==> config.mk <==
export PLATFORM = sky130hd
export DESIGN_NAME = bc1_encoder
export DESIGN_NICKNAME = d
export VERILOG_FILES = /design/src/rtl/bc1_encoder.sv
export SDC_FILE = /design/constraint.sdc
export NUM_CORES = 2
export LEC_CHECK = 0
export ABC_AREA = 1
export BUFFER_PORTS_ARGS = -buffer_cell sky130_fd_sc_hd__buf_2
export CAP_MARGIN = 5
export CORE_MARGIN = 4
export CORE_UTILIZATION = 40
export CTS_CLUSTER_DIAMETER = 100
export DETAILED_ROUTE_END_ITERATION = 10
export PLACE_DENSITY = 0.65
export SKIP_LAST_GASP = 1
export SYNTH_ARGS = -nofsm -noshare
export SYNTH_HDL_FRONTEND = slang
export SYNTH_SLANG_ARGS = --single-unit
==> constraint.sdc <==
create_clock -name clk -period 12.3 [get_ports clk]
set_clock_uncertainty 0.05 [all_clocks]
set_input_delay 0.615 -clock clk [delete_from_list [all_inputs] [get_ports clk]]
set_output_delay 0.615 -clock clk [all_outputs]
set_load 0.02 [all_outputs]
==> src/rtl/bc1_encoder.sv <==
// bc1_encoder: packs a 4x4 RGB888 tile into a 64-bit BC1 block (bbox endpoints, SAD nearest palette index)
module bc1_encoder #(
   parameter bit ALPHA_EN = 1'b1
) (
   input  logic        clk,
   input  logic        rst,
   input  logic        pixel_valid,
   output logic        pixel_ready,
   input  logic [23:0] pixel_rgb,
   input  logic        pixel_transparent,
   output logic        block_valid,
   input  logic        block_ready,
   output logic [63:0] block_out
);
   localparam logic [1:0] S_COLLECT   = 2'd0;
   localparam logic [1:0] S_ENDPOINTS = 2'd1;
   localparam logic [1:0] S_INDEX     = 2'd2;
   localparam logic [1:0] S_OUTPUT    = 2'd3;

   logic [1:0]  r_state;
   logic [3:0]  r_cnt;
   logic [23:0] r_rgb [16];
   logic [15:0] r_tr;
   logic [23:0] r_min, r_max;
   logic        r_any_t, r_any_o;
   logic [15:0] r_c0, r_c1;
   logic [23:0] r_pal [4];
   logic [31:0] r_idx;
   logic        r_bv;

   logic        w_tr_in, w_acc;
   logic [15:0] w_hi, w_lo, w_c0, w_c1;
   logic [23:0] w_e0, w_e1, w_col2, w_col3, w_px;
   logic [9:0]  w_d0, w_d1, w_d2, w_d3, w_m01, w_m012;
   logic [1:0]  w_b01, w_b012, w_best, w_idx;

   function automatic logic [23:0] expand(input logic [15:0] c);
      return {c[15:11], c[15:13], c[10:5], c[10:9], c[4:0], c[4:2]};
   endfunction

   // half=1: (a+b)/2, half=0: (2a+b)/3, per channel with truncation
   function automatic logic [23:0] blend(input logic [23:0] a, input logic [23:0] b, input logic half);
      logic [23:0] res;
      logic [9:0]  s;
      res = '0;
      for (int k = 0; k < 3; k++) begin
         s = half ? ({2'b0, a[k*8 +: 8]} + {2'b0, b[k*8 +: 8]}) >> 1
                  : ({1'b0, a[k*8 +: 8], 1'b0} + {2'b0, b[k*8 +: 8]}) / 10'd3;
         res[k*8 +: 8] = s[7:0];
      end
      return res;
   endfunction

   function automatic logic [9:0] sad(input logic [23:0] a, input logic [23:0] b);
      logic [9:0] acc;
      acc = '0;
      for (int k = 0; k < 3; k++)
         acc = acc + {2'b0, (a[k*8 +: 8] > b[k*8 +: 8]) ? a[k*8 +: 8] - b[k*8 +: 8] : b[k*8 +: 8] - a[k*8 +: 8]};
      return acc;
   endfunction

   function automatic logic [23:0] cmin(input logic [23:0] a, input logic [23:0] b);
      logic [23:0] res;
      res = '0;
      for (int k = 0; k < 3; k++)
         res[k*8 +: 8] = (a[k*8 +: 8] < b[k*8 +: 8]) ? a[k*8 +: 8] : b[k*8 +: 8];
      return res;
   endfunction

   function automatic logic [23:0] cmax(input logic [23:0] a, input logic [23:0] b);
      logic [23:0] res;
      res = '0;
      for (int k = 0; k < 3; k++)
         res[k*8 +: 8] = (a[k*8 +: 8] > b[k*8 +: 8]) ? a[k*8 +: 8] : b[k*8 +: 8];
      return res;
   endfunction

   assign pixel_ready = (r_state == S_COLLECT);
   assign block_valid = r_bv;
   assign block_out   = {r_c0, r_c1, r_idx};
   assign w_tr_in     = ALPHA_EN & pixel_transparent;
   assign w_acc       = pixel_valid && pixel_ready;

   // Transparent tiles swap endpoints so c0<=c1 selects the 3-colour decode mode
   assign w_hi   = {r_max[23:19], r_max[15:10], r_max[7:3]};
   assign w_lo   = {r_min[23:19], r_min[15:10], r_min[7:3]};
   assign w_c0   = !r_any_o ? 16'h0000 : r_any_t ? w_lo : w_hi;
   assign w_c1   = !r_any_o ? 16'h0000 : r_any_t ? w_hi : w_lo;
   assign w_e0   = expand(w_c0);
   assign w_e1   = expand(w_c1);
   assign w_col2 = blend(w_e0, w_e1, r_any_t);
   assign w_col3 = blend(w_e1, w_e0, 1'b0);

   assign w_px   = r_rgb[r_cnt];
   assign w_d0   = sad(w_px, r_pal[0]);
   assign w_d1   = sad(w_px, r_pal[1]);
   assign w_d2   = sad(w_px, r_pal[2]);
   assign w_d3   = sad(w_px, r_pal[3]);
   // Strict less-than keeps the lowest index on ties
   assign w_b01  = (w_d1 < w_d0) ? 2'd1 : 2'd0;
   assign w_m01  = (w_d1 < w_d0) ? w_d1 : w_d0;
   assign w_b012 = (w_d2 < w_m01) ? 2'd2 : w_b01;
   assign w_m012 = (w_d2 < w_m01) ? w_d2 : w_m01;
   assign w_best = (!r_any_t && w_d3 < w_m012) ? 2'd3 : w_b012;
   assign w_idx  = (r_any_t && r_tr[r_cnt]) ? 2'd3 : w_best;

   always_ff @(posedge clk) begin
      if (rst) begin
         r_state <= S_COLLECT;
         r_cnt   <= '0;
         for (int i = 0; i < 16; i++) r_rgb[i] <= '0;
         for (int i = 0; i < 4; i++) r_pal[i] <= '0;
         r_tr    <= '0;
         r_min   <= 24'hFFFFFF;
         r_max   <= '0;
         r_any_t <= 1'b0;
         r_any_o <= 1'b0;
         r_c0    <= '0;
         r_c1    <= '0;
         r_idx   <= '0;
         r_bv    <= 1'b0;
      end else begin
         case (r_state)
            S_COLLECT: if (w_acc) begin
               r_rgb[r_cnt] <= pixel_rgb;
               r_tr[r_cnt]  <= w_tr_in;
               r_min        <= w_tr_in ? r_min : cmin(r_min, pixel_rgb);
               r_max        <= w_tr_in ? r_max : cmax(r_max, pixel_rgb);
               r_any_t      <= r_any_t | w_tr_in;
               r_any_o      <= r_any_o | !w_tr_in;
               r_cnt        <= r_cnt + 4'd1;
               r_state      <= (r_cnt == 4'd15) ? S_ENDPOINTS : S_COLLECT;
            end
            S_ENDPOINTS: begin
               r_c0     <= w_c0;
               r_c1     <= w_c1;
               r_pal[0] <= w_e0;
               r_pal[1] <= w_e1;
               r_pal[2] <= w_col2;
               r_pal[3] <= w_col3;
               r_state  <= S_INDEX;
            end
            S_INDEX: begin
               r_idx[{r_cnt, 1'b0} +: 2] <= w_idx;
               r_cnt   <= r_cnt + 4'd1;
               r_state <= (r_cnt == 4'd15) ? S_OUTPUT : S_INDEX;
               r_bv    <= (r_cnt == 4'd15);
            end
            S_OUTPUT: if (block_ready) begin
               r_bv    <= 1'b0;
               r_state <= S_COLLECT;
               r_min   <= 24'hFFFFFF;
               r_max   <= '0;
               r_any_t <= 1'b0;
               r_any_o <= 1'b0;
            end
         endcase
      end
   end
endmodule

==> metrics.yaml <==
status: "completed"
ios: 95
crit_path_frequent_cell: "a21oi_1"
critPathSlowestCell: "dfxtp_4"
hold_class: "input port to register"
dp.cells: 6124
synth_top_area_share: 0.3392
synthTopCellsByArea: "edfxtp_1 (34%), ha_1 (10%), dfxtp_1 (6.9%), inv_1 (5.8%), nand2_1 (5.6%)"
drcViolationCount: 0
critPathLaunchType: "register"
die_w_um: 328.5
post-route-period-util: 0.9222
yosysWarnings: 0
p_sw_mw: 6.963
p_clk_frac: 0.158
tightest_slew_ns: 1.307
area_growth_pct: 10.76
sw_frac_of_total: 0.5032
cts_root_buf: "clkbuf_16"
path_clk_slew_ns: 0.06
critPathMaxStageDelay_ns: 0.71
worstSetupEndpointType: "register"
worstSetupPathType: "register to register"
slew_violations: 0
min_path_cells: 3
antenna_left: 0
powerDensity_mw_per_mm2: 304.1
yosysSeqAreaShare: 0.4079
start_util: 0.4032
critPathRequiredTime_ns: 12.82
crit_arrival_ns: 11.86
worst-path-max-fanout: 73
grt_usage: 0.2266
drv_cap: 0
grt_pass1_wl_mm: 190.0
wire_per_inst_um: 19.99
via_per_inst: 5.474
gp_routability_congestion: 0.9409
ys_types: 66
port_buffers: 94
core_area_mm2: 0.1019
cts_tree: "yes"
layout-drive-gt1-share: 0.08550
p_int_mw: 6.875
fin_cells: 6266
synth_edf_count: 464
die-area_mm2: 0.1079
netlist_instances: 4804
dr.pass1.iters: 6
antenna_found_initial: 18
power.share.sequential: 0.169
synth_area_leader_cell: "edfxtp_1"
fin_crit_ns: 11.34
synthTopCellsByCount: "inv_1 (639), nand2_1 (618), nor2_1 (574)"
dp_slack_ns: 0.7749
numClockSinks: 605
wl_mm: 125.2
cts_hold_buf: 0
worst_r2r_path_depth: 56
htree_num_levels: 3
ir_worst_vdd_v: 0.0006465
slew_headroom: 0.1286
hold_viol: 0
synth.most_common_cell: "inv_1"
insertion_delay_ns: 0.65
cts_made_buffers: 71
setup_viol: 0
synth_fp_nets: 5240
p_leak_nw: 20.29
synth-seq-cells: 605
synthesis.area_mm2: 0.04108
first_iter_violations: 3468
combPwrFrac: 0.673
grt_max_degree: 81
dieHeight_um: 328.5
nets: 5266
fmax_mhz: 88.16
rows: 117
finalWorstSetupSlack_ns: 0.9569
synth_ff_type: "edfxtp_1"
vias: 34300
hpwl_mm: 87.78
async_flop_share: 0
synth_area_per_cell_um2: 8.551
grt_pass1_vias: 32476
clock_path_buffers: 3
tns_ns: 0
rsz0062_at_grt: "false"
overflow: 0
-- power groups by stage --
stage | clock network [mW] | registers, mW | logic, mW
2_1_floorplan | 0 | 2.35 | 7.56
3_3_place_gp | 0 | 2.38 | 8.81
3_5_place_dp | 0 | 2.38 | 8.82
4_1_cts | 2.21 | 2.34 | 8.86
5_1_grt | 2.30 | 2.34 | 10.3
6_report | 2.19 | 2.34 | 9.31
-- area by class of cell --
| class | instances | area, um2 |
|---|---|---|
| Fill cell | 9899 | 56390 |
| Multi-Input combinational cell | 3311 | 20950 |
| Sequential cell | 605 | 16770 |
| Inverter | 684 | 2575 |
| Clock buffer | 84 | 1919 |
| Tap cell | 1368 | 1712 |
| Timing Repair Buffer | 157 | 1018 |
| Clock inverter | 48 | 534.3 |
| Antenna cell | 9 | 22.52 |
-- path summary, 6_finish.rpt --
kind            startpoint         to  slack, ns
min          pixel_rgb[22]  r_min[22]       0.19
min reg2reg       r_min[0]   r_min[0]       0.41
max reg2reg       register  r_idx[13]       0.96
max               register  r_idx[13]       0.96
-- routing by layer --
metal	share of wire	routed length, um	GRT usage
met1	0.44	54840	0.3157
met2	0.45	55800	0.3571
met3	0.084	10510	0.03977
met4	0.032	4027	0.07611
met5	0.00051	64	0
-- logic make-up after synthesis --
group,count (synthesis),share of synthesized area
adders and majority gates,407,0.1366
AOI/OAI and AO/OA,1100,0.1557
and+or+nand+nor,1546,0.1583
DFF,605,0.4079
xor gates and xnor gates,133,0.02854
muxes,125,0.03055
buffers and inverters,888,0.08245
-- cell usage in the layout (no fill, tap or decap), types with 124 or more instances in the layout --
cell type and instances:
nand2_1 617, o211ai_1 124, inv_1 637, edfxtp_1 464, ha_1 338, nor2_1 573
dfxtp_1 137, a21oi_1 408, nand3_1 210, o21ai_0 354
-- timing repair --
item,CTS,global route
gates resized for setup,0,1
buffers inserted,0,1
setup endpoints to repair,0,32
-- critical path, delay by kind of cell, from the launching register on --
family / cells / cell delay (ns)
compound gates: 28 / 4.60
fa+ha+maj: 7 / 2.24
simple gates: 13 / 2.07
buf+inv: 6 / 1.09
flops: 1 / 0.71
xor+xnor: 2 / 0.40
-- state kept, by name, summed over array words and instances (netlist names), named ones only --
name	count
block_valid	1
r_any_o	1
r_any_t	1
r_c0	16
r_c1	16
r_cnt	4
r_idx	32
r_max	24
r_min	24
r_pal	80
r_rgb	384
r_state	2
r_tr	16
-- metrics by stage --
step	power (mW)	utilization	area (um2)	hold WS, ns
floorplan	9.909	-	41080	0.3780
finish	13.84	0.4465	45500	0.1898
CTS	13.41	0.4461	45450	0.1524
global placement	11.19	0.4220	43000	0.3903
detailed placement	11.20	0.4220	43000	0.3992
global route	14.96	0.4464	45480	0.1927
(Power assumes the default switching activity.)
